--- src/rtl/deconv_result_streamer.sv ---
// deconv_result_streamer: drains the deconv2D result RAM in raster order over the valid output
// region, scaling and saturating each accumulator onto a valid/ready stream with end-of-frame.
module deconv_result_streamer #(
    parameter int N          = 2,
    parameter int K          = 3,
    parameter int pixel_bits = 8
) (
    input  logic                           clk,
    input  logic                           rst,
    input  logic                           conv_done,
    input  logic [$clog2(K)-1:0]           stride,
    input  logic [$clog2(K)-1:0]           kernel_width,
    input  logic [4:0]                     shift,
    output logic [$clog2(N*K*N*K)-1:0]     result_address,
    input  logic [pixel_bits*4-1:0]        final_output,
    output logic [pixel_bits-1:0]          out_data,
    output logic                           out_valid,
    input  logic                           out_ready,
    output logic                           out_last,
    output logic                           busy,
    output logic                           frame_done,
    output logic                           cfg_err
);
    localparam int AW = $clog2(N*K*N*K);
    localparam int WW = $clog2(N*K) + 2;
    localparam int DW = pixel_bits * 4;
    localparam logic [WW-1:0] NK = WW'(N*K);

    typedef enum logic [1:0] {IDLE, STREAM, DRAIN, WAIT_CLR} state_t;

    state_t                state, state_n;
    logic [WW-1:0]         raw_w, out_w, r, c;
    logic [AW-1:0]         row_base;
    logic [4:0]            shift_q;
    logic [pixel_bits:0]   fifo_mem [2];
    logic [pixel_bits:0]   head;
    logic [1:0]            count, count_n;
    logic [DW-1:0]         y;
    logic [pixel_bits-1:0] sat;
    logic                  wr_ptr, rd_ptr, start, issue, pop, col_end, last_issue;
    logic                  zero_pend, frame_done_n;

    assign raw_w      = WW'(N - 1) * WW'(stride) + WW'(kernel_width);
    assign start      = state == IDLE && conv_done;
    // Read data follows result_address combinationally, so an issued read lands in the FIFO that same cycle.
    assign issue      = state == STREAM && count < 2'd2;
    assign pop        = out_valid && out_ready;
    assign col_end    = c == out_w - 1'b1;
    assign last_issue = issue && col_end && r == out_w - 1'b1;
    assign count_n    = count + 2'(issue) - 2'(pop);
    assign y          = final_output >> shift_q;
    assign sat        = |y[DW-1:pixel_bits] ? '1 : y[pixel_bits-1:0];
    assign head       = fifo_mem[rd_ptr];
    assign out_valid  = count != 2'd0;
    assign out_data   = head[pixel_bits-1:0];
    assign out_last   = out_valid && head[pixel_bits];
    assign busy       = state != IDLE;
    assign frame_done_n = (state == DRAIN && count_n == 2'd0) || zero_pend;

    always_comb begin
        state_n = state;
        case (state)
            IDLE:     state_n = conv_done ? (raw_w == '0 ? WAIT_CLR : STREAM) : IDLE;
            STREAM:   state_n = last_issue ? DRAIN : STREAM;
            DRAIN:    state_n = count_n == 2'd0 ? WAIT_CLR : DRAIN;
            WAIT_CLR: state_n = conv_done ? WAIT_CLR : IDLE;
            default:  state_n = IDLE;
        endcase
    end

    always_ff @(posedge clk) begin
        state <= rst ? IDLE : state_n;
    end

    always_ff @(posedge clk) begin
        if (rst) begin
            result_address <= '0;
            row_base       <= '0;
            r              <= '0;
            c              <= '0;
            out_w          <= '0;
            shift_q        <= '0;
            cfg_err        <= 1'b0;
            wr_ptr         <= 1'b0;
            rd_ptr         <= 1'b0;
            count          <= '0;
            fifo_mem[0]    <= '0;
            fifo_mem[1]    <= '0;
            frame_done     <= 1'b0;
            zero_pend      <= 1'b0;
        end else begin
            frame_done <= frame_done_n;
            zero_pend  <= start && raw_w == '0;
            count      <= count_n;
            if (start) begin
                out_w          <= raw_w > NK ? NK : raw_w;
                cfg_err        <= raw_w > NK;
                shift_q        <= shift;
                r              <= '0;
                c              <= '0;
                row_base       <= '0;
                result_address <= '0;
            end else if (issue) begin
                c              <= col_end ? '0 : c + 1'b1;
                r              <= col_end ? r + 1'b1 : r;
                row_base       <= col_end ? row_base + AW'(N*K) : row_base;
                result_address <= col_end ? row_base + AW'(N*K) : result_address + 1'b1;
            end
            if (issue) begin
                fifo_mem[wr_ptr] <= {last_issue, sat};
                wr_ptr           <= !wr_ptr;
            end
            if (pop) rd_ptr <= !rd_ptr;
        end
    end
endmodule
--- config.mk ---
export PLATFORM = sky130hd
export DESIGN_NAME = deconv_result_streamer
export DESIGN_NICKNAME = d
export VERILOG_FILES = /design/src/rtl/deconv_result_streamer.sv
export SDC_FILE = /design/constraint.sdc
export NUM_CORES = 1
export LEC_CHECK = 0
export BUFFER_PORTS_ARGS = -buffer_cell sky130_fd_sc_hd__buf_2
export CORE_ASPECT_RATIO = 1.4
export CORE_MARGIN = 2
export CORE_UTILIZATION = 45
export CTS_CLUSTER_DIAMETER = 120
export DETAILED_ROUTE_END_ITERATION = 8
export PLACE_DENSITY = 0.66
export SLEW_MARGIN = 20
export SYNTH_ARGS = -nofsm -noshare
export SYNTH_HDL_FRONTEND = slang
export SYNTH_SLANG_ARGS = --single-unit
--- constraint.sdc ---
create_clock -name clk -period 4.3 [get_ports clk]
set_input_delay 1.29 -clock clk [delete_from_list [all_inputs] [get_ports clk]]
set_output_delay 1.29 -clock clk [all_outputs]
set_load 0.03 [all_outputs]
; Word level (Yosys, flattened, before mapping)
; Memory sizes are Yosys's and may differ from the RTL's. A register that Yosys moved wholly into a read port is not among the register bits.
; Index checks and enable logic that the tools add are counted.
[totals]
mem_count = 1
in_bits = 45
mem_bits_ro = 0
wordCells = 70
mem_bits_rw = 18
latch_bits = 0
register_bits = 41
out_inout_bits = 19
[mem_list]
columns = memory, words, word_bits, rd, rd_ports_with_merged_regs, wr, line
row1 = fifo_mem, 2, 9, 1, 1, 2, 35  ; logic [pixel_bits:0] fifo_mem [2];
[op_classes]
div_mod_pow = 0
eq_ne = 5
add_sub_neg = 8
n_reduce_logical = 20
shifts = 1
order_cmp = 2
mul = 0
bitwise_logic = 0
muxes = 20
[op_table]
columns = operator, n
row1 = $shr A32 B5 Y32, 1
row2 = $reduce_or A24 Y1, 1
row3 = $add A5 B1 Y5 const B, 2
row4 = $eq A5 B5 Y1, 2
row5 = $mux W1, 10
row6 = $mux W9, 1
row7 = $reduce_or A9 Y1, 1
row8 = $logic_and A1 B1 Y1, 8
row9 = $mux W2, 4
row10 = $mux W8, 1
row11 = $pmux W2 S4, 1
row12 = $add A6 B1 Y6 const B, 1
row13 = $add A6 B3 Y6 const B, 1
row14 = $mux W6, 1
row15 = $logic_not A5 Y1, 1
row16 = $mux W5, 1
row17 = $sub A5 B1 Y5 const B, 1
row18 = $eq A2 B2 Y1 const B, 2
row19 = $logic_not A2 Y1, 2
row20 = $reduce_bool A2 Y1, 2
row21 = $add A2 B2 Y3, 1
row22 = $gt A3 B3 Y1 const B, 1
row23 = $mux W3, 1
row24 = $add A2 B1 Y2, 1
row25 = 7 further kinds, 8

; Longest topological paths before layout
; Gate-level depths: netlist (run 1).
[depth]
ltp_word = 7
depth_mapped = 13
mapped_depth_nobuf = 12

; Least setup slack after synthesis (run 1)
; Ideal clock, no wire load.
[synth_path]
path_type = in2reg
from = input final_output[25]
to = memory fifo_mem[1][6] in the netlist's numbering (data pin)
setup_time_ns = 0.269
t_required_ns = 4.031
stages = 8
arrival_ns = 2.963
path_buffers = 2
slack_ns = 1.068
cell_sequence = clkbuf_1 mux4_1 a22o_1 nor4_1 nand4_1 nor2_4 buf_4 a211oi_1
[synth_rtl]
columns = item, line
row1 = from (decl), 15  ; input logic [pixel_bits*4-1:0] final_output,
row2 = to (decl), 35

==> results of run 1 <==
path summary, 6_finish.rpt:
path                                                endpoint  slack [ns]  cells past startpoint
worst min register to register         frame_done$_SDFF_PP0_        0.44                      2
worst max register to register  fifo_mem[1][6]$_SDFFCE_PN0P_        0.91                      7
worst min-delay path                   frame_done$_SDFF_PP0_        0.44                      2
worst max-delay path            fifo_mem[1][6]$_SDFFCE_PN0P_        0.91                      7
cells by family (layout without fill, tap and decap cells):
kind of cell / after synthesis / count (layout) / synth area share
compound gates: 108 / 108 / 0.161
xor+xnor: 32 / 32 / 0.0579
fa+ha+maj: 10 / 10 / 0.0274
buf+inv: 63 / 105 / 0.0706
flops: 57 / 57 / 0.273
mux: 77 / 77 / 0.234
simple gates: 172 / 172 / 0.176
per-stage QoR:
step                hold slack [ns]  utilization
floorplan                     0.411            -
global placement              0.423        0.492
detailed placement            0.424        0.492
CTS                           0.437        0.518
global route                  0.485        0.518
finish                        0.436        0.518
worst max-delay path, delay by kind of cell (launching register included):
kind / cells / cell delay [ns]
AND/OR/NAND/NOR: 1 / 0.09
AO/OA/AOI/OAI: 4 / 1.40
buffers and inverters: 1 / 0.33
flip-flops: 1 / 0.98
multiplexers: 1 / 0.31
area by class of cell:
| cell class | count | area share |
|---|---|---|
| clock buffers | 15 | 0.0497 |
| inverters | 18 | 0.0125 |
| multi-input cells | 399 | 0.589 |
| flip-flops and latches | 57 | 0.245 |
| well taps | 138 | 0.0320 |
| repair buffers | 72 | 0.0711 |
layer usage:
layer | up-vias | GRT usage | share of wire
met5 | - | 0 | 0
met4 | 0 | 0.0722 | 0.021
met3 | 18 | 0.0309 | 0.041
met2 | 107 | 0.376 | 0.54
met1 | 1988 | 0.231 | 0.40
li1 | 2023 | - | -
synthesized netlist by cell type, drive strengths merged (3+ instances only):
library cell  count  share of area
a21oi            19          0.020
nor3             14          0.014
o211ai            3         0.0047
a22oi             5         0.0078
o21ai            11          0.011
dfxtp            39           0.16
and2              7         0.0091
nand3b            3         0.0047
mux2i            39          0.081
nand3             7         0.0072
nor3b             3         0.0057
xnor2            18          0.033
buf              27          0.042
mux4             24           0.12
o22ai             4         0.0052
edfxtp           18           0.11
nor2b             8          0.010
nand2            40          0.031
nor2             54          0.043
nor4              5         0.0065
mux2             14          0.033
a211o             3         0.0054
nand4             8          0.010
inv              18          0.014
or3               6         0.0078
a221oi            4         0.0085
clkbuf           18          0.014
xor2             14          0.025
nand2b            7         0.0091
o32ai             3         0.0054
a211oi           39          0.062
ha                9          0.023
power breakdown:
part	internal (mW)	total [mW]	switching [mW]
clock	0.417	0.638	0.221
combinational	0.249	0.589	0.340
sequential	0.613	0.664	0.0510
flip-flops by register name (all words and copies together), names as in the netlist, 3 cells and up, named ones only:
| name | flops |
|---|---|
| shift_q | 5 |
| out_w | 3 |
| fifo_mem | 18 |
| r | 5 |
| c | 5 |
| row_base | 5 |
| result_address | 6 |
==> run_results.csv, run 1 <==
group,metric,value,unit
run_status,status,"completed",
drt,first_iter_violations,171,
yosys,ys.warnings.count,0,
place,port_buffers,63,
drt,vias,4136,
place,dp_cells,684,
grt,grt_pass1_wl,19200,um
sta,period_share,0.789,
yosys,synth-seq-cells,57,
sta,worst_pin_slew,1.02,ns
critical_path,crit_path_max_incr_delay,0.98,ns
critical_path,path_class,"reg -> reg",
grt,antenna_found_initial,0,
die,rows,44,
clocking,cts_resized,0,
yosys,ys.flop_type,"dfxtp_1",
die,boundaryPins,64,
layout,area.growth.synth_to_final,11.4,%
die,die-width,91.6,um
drt,routedWlPerCell,16.2,um
yosys,synth_area,0.00484,mm2
sta,final_hold_viol_count,0,
place,place_area,0.00512,mm2
drt,dr.pass1.iters,5,
clocking,clk_path_buf_depth,2,
critical_path,path_cells,"buf_4 -> mux2i_1 -> nand2_1 -> a221oi_1 -> o221ai_1 -> a211oi_1 -> a211oi_1",
clocking,cts_setup_buffers,0,
yosys,syn_inst,519,
sta,rsz0062_at_grt,"no",
die,dieArea,0.0116,mm2
layout,multi_input_area,0.00317,mm2
power_and_ir_drop,p_total,1.89,mW
drt,vias_per_cell,5.92,
yosys,syn_nets,574,
grt,grt_max_degree,45,
sta,finalSetupViolCount,0,
sta,slew_viol_final,0,
clocking,cts-root-buf,"clkbuf_16",
critical_path,slowest_stage,"dfxtp_2",
die,start_util,0.465,
sta,setup_tns,0,ns
clocking,clkLatencyLatePin,0.33,ns
sta,min_period,3.39,ns
layout,ff_latch_area,0.00132,mm2
clocking,ctsHoldBuffers,0,
yosys,syn_avg_cell_area,9.32,um2
layout,mostFrequentLayoutCells,"buf_2 (63), nor2_1 (53), nand2_1 (40)",
sta,skew,0.00672,ns
sta,relSlewSlack,0.321,
place,dpl_worst_slack,0.754,ns
critical_path,arrival,3.45,ns
clocking,htree_levels,3,
hold_path,hp-class,"reg -> reg",
drt,wl,11400,um
die,die_y,127,um
clocking,clock-sinks,57,
yosys,synth-seq-area-share,0.273,
layout,post-route-cell-area,0.00539,mm2
flow_run,drv_cap,0,
critical_path,crit_path_start_kind,"flop",
grt,grtUsageTotal,0.202,
critical_path,crit_top_cell,"a211oi_1",
layout,mostFrequentLayoutCell,"buf_2",
yosys,synth_edf_count,18,
critical_path,r2r_start,"shift_q[1]$_SDFFE_PP0P_",
drt,drc,0,
hold_path,hold_path.startpoint,"zero_pend$_SDFF_PP0_",
critical_path,crit_required,4.36,ns
layout,n_antenna_cell,0,
layout,fin_cells,699,
place,gp_congestion,0.879,
sta,fmax,295,MHz
yosys,ys_types,68,
power_and_ir_drop,total_leakage_power,1.99,nW
clocking,clkTransAtPathRegs,0.05,ns
die,coreArea,0.0104,mm2
critical_path,crit_start,"shift_q[1]$_SDFFE_PP0P_",
grt,grt_pass1_vias,4066,
critical_path,crit_path_max_fanout,44,
sta,setup_ws,0.908,ns
layout,nets,612,
drt,ant_nets,0,
grt,grt-ovfl-total,0,
yosys,async_flop_share,0,
clocking,cts_inserted_buffers,9,
clocking,cts_tree,"yes",
power_and_ir_drop,ir_drop,0.192,mV
layout,n_fill_cell,969,
power_and_ir_drop,power_density,351,mW/mm2
layout,drive_gt1_frac,0.214,
critical_path,critPathCaptureType,"flop",
place,hpwlAfterDp,8430,um
Note: power is estimated with default switching activity, not from simulation.
==> run 2: changes to the inputs <==
Clock period 4.3 ns to 3.3 ns, I/O delays scaled along.
==> run_results.csv, run 2 (synthesized netlist as in run 1, its figures left out) <==
group,metric,value,unit
critical_path,path_cells,"buf_4 -> mux4_1 -> a22o_1 -> nor4_1 -> nand4_1 -> nor2_4 -> a211oi_1",
sta,final_hold_viol_count,0,
clocking,clock-sinks,57,
sta,rsz0062_at_grt,"no",
drt,drt-met1-wl,4690,um
layout,n_fill_cell,958,
sta,skew,0.00381,ns
grt,grt_max_degree,29,
grt,grt_pass1_vias,4081,
drt,vias_per_cell,5.83,
sta,slew_viol_final,0,
layout,largest_reg_flops,18,
critical_path,critPathCaptureType,"flop",
sta,fmax,336,MHz
sta,period_share,0.901,
layout,fin_cells,714,
drt,top_layer,"met4",
drt,dr.pass1.iters,4,
critical_path,arrival,3.03,ns
hold_path,min_to,"frame_done$_SDFF_PP0_",
drt,route.met3.wl,356,um
power_and_ir_drop,total_leakage_power,2.09,nW
critical_path,crit_required,3.36,ns
power_and_ir_drop,ir_drop,0.273,mV
grt,grt_pass1_wl,19700,um
layout,top_regs,"fifo_mem (18), result_address (6)",
layout,n_antenna_cell,0,
critical_path,reg2reg_depth,7,
critical_path,crit_path_start_kind,"flop",
run_status,status,"completed",
die,start_util,0.465,
layout,nets,626,
clocking,htree_levels,3,
layout,drive_gt1_frac,0.240,
place,hpwlAfterDp,8850,um
clocking,cts-root-buf,"clkbuf_16",
grt,antenna_found_initial,0,
sta,finalSetupViolCount,0,
critical_path,r2r_start,"shift_q[1]$_SDFFE_PP0P_",
clocking,clkTransAtPathRegs,0.05,ns
sta,setup_tns,0,ns
drt,ant_nets,0,
critical_path,crit_path_max_fanout,23,
hold_path,holdPathStages,2,
drt,routedWlPerCell,16.4,um
layout,post-route-cell-area,0.00557,mm2
die,dieArea,0.0116,mm2
layout,mostFrequentLayoutCell,"buf_2",
critical_path,crit_path_max_incr_delay,0.58,ns
drt,vias,4165,
hold_path,hp-class,"reg -> reg",
clocking,clkLatencyLatePin,0.33,ns
clocking,cts_inserted_buffers,9,
power_and_ir_drop,power_density,488,mW/mm2
place,dp_cells,698,
place,place_area,0.00523,mm2
grt,grt-ovfl-total,0,
drt,met2_length,6450,um
drt,drc,0,
layout,top_register,"fifo_mem",
critical_path,path_class,"reg -> reg",
clocking,cts_tree,"yes",
grt,grtUsageTotal,0.209,
layout,area.growth.synth_to_final,15.2,%
sta,relSlewSlack,0.439,
drt,first_iter_violations,222,
layout,mostFrequentLayoutCells,"buf_2 (63), nor2_1 (53), nand2_1 (40)",
critical_path,slowest_stage,"mux4_1",
die,rows,44,
clocking,cts_setup_buffers,0,
die,boundaryPins,64,
clocking,cts_resized,0,
sta,worst_pin_slew,0.840,ns
sta,min_period,2.97,ns
clocking,clk_path_buf_depth,2,
drt,wl,11700,um
place,gp_congestion,0.881,
die,die_y,127,um
die,coreArea,0.0104,mm2
power_and_ir_drop,p_total,2.72,mW
critical_path,r2r_end,"fifo_mem[0][3]$_SDFFCE_PN0P_",
clocking,ctsHoldBuffers,0,
critical_path,rrSetupSlack,0.33,ns
hold_path,hold_path.startpoint,"zero_pend$_SDFF_PP0_",
place,port_buffers,63,
flow_run,drv_cap,0,
die,die-width,91.6,um
-- run 2: critical path: cells and delay by family, from the launching register on --
kind / cells / cell delay, ns
multiplexers: 1 / 0.58
flip-flops: 1 / 0.54
AND/OR/NAND/NOR: 3 / 0.93
buffers and inverters: 1 / 0.24
AO/OA/AOI/OAI: 2 / 0.41
-- run 2: final cells by class --
cell class	instances	area [um2]	area share
clock inverters	5	103	0.0184
flip-flops and latches	57	1330	0.238
repair buffers	86	488	0.0876
inverters	18	67.6	0.0121
clock buffers	11	243	0.0436
multi-input cells	399	3170	0.570
well taps	138	173	0.0310
-- run 2: worst max-delay path by stage --
stage / start / end / slack (ns) / cells past startpoint
3_5_place_dp: final_output[18] / fifo_mem[1][0]$_SDFFCE_PN0P_ / 0.03 / 7
3_3_place_gp: final_output[18] / fifo_mem[1][0]$_SDFFCE_PN0P_ / 0.08 / 7
2_1_floorplan: final_output[25] / fifo_mem[1][6]$_SDFFCE_PN0P_ / 0.37 / 8
5_1_grt: shift_q[1]$_SDFFE_PP0P_ / fifo_mem[0][3]$_SDFFCE_PN0P_ / 0.12 / 7
6_report: shift_q[1]$_SDFFE_PP0P_ / fifo_mem[0][3]$_SDFFCE_PN0P_ / 0.33 / 7
4_1_cts: shift_q[1]$_SDFFE_PP0P_ / fifo_mem[0][3]$_SDFFCE_PN0P_ / 0.18 / 7
-- run 2: metal layers --
metal | vias to the layer above | track usage
li1 | 2052 | -
met5 | - | 0
met1 | 2017 | 0.236
met3 | 19 | 0.0321
met2 | 77 | 0.394
met4 | 0 | 0.0749
-- run 2: where the power goes --
group,switching [mW],leakage [nW],internal (mW)
Sequential,0.0564,0.506,0.798
Clock,0.315,0.166,0.755
Combinational,0.460,1.42,0.336
Total,0.831,2.09,1.89
-- run 2: through the flow --
step	worst slack (ns)	util	hold slack (ns)
floorplan	0.368	-	0.411
detailed placement	0.0314	0.502	0.437
finish	0.326	0.536	0.439
CTS	0.176	0.535	0.444
global placement	0.0845	0.502	0.419
global route	0.124	0.536	0.456
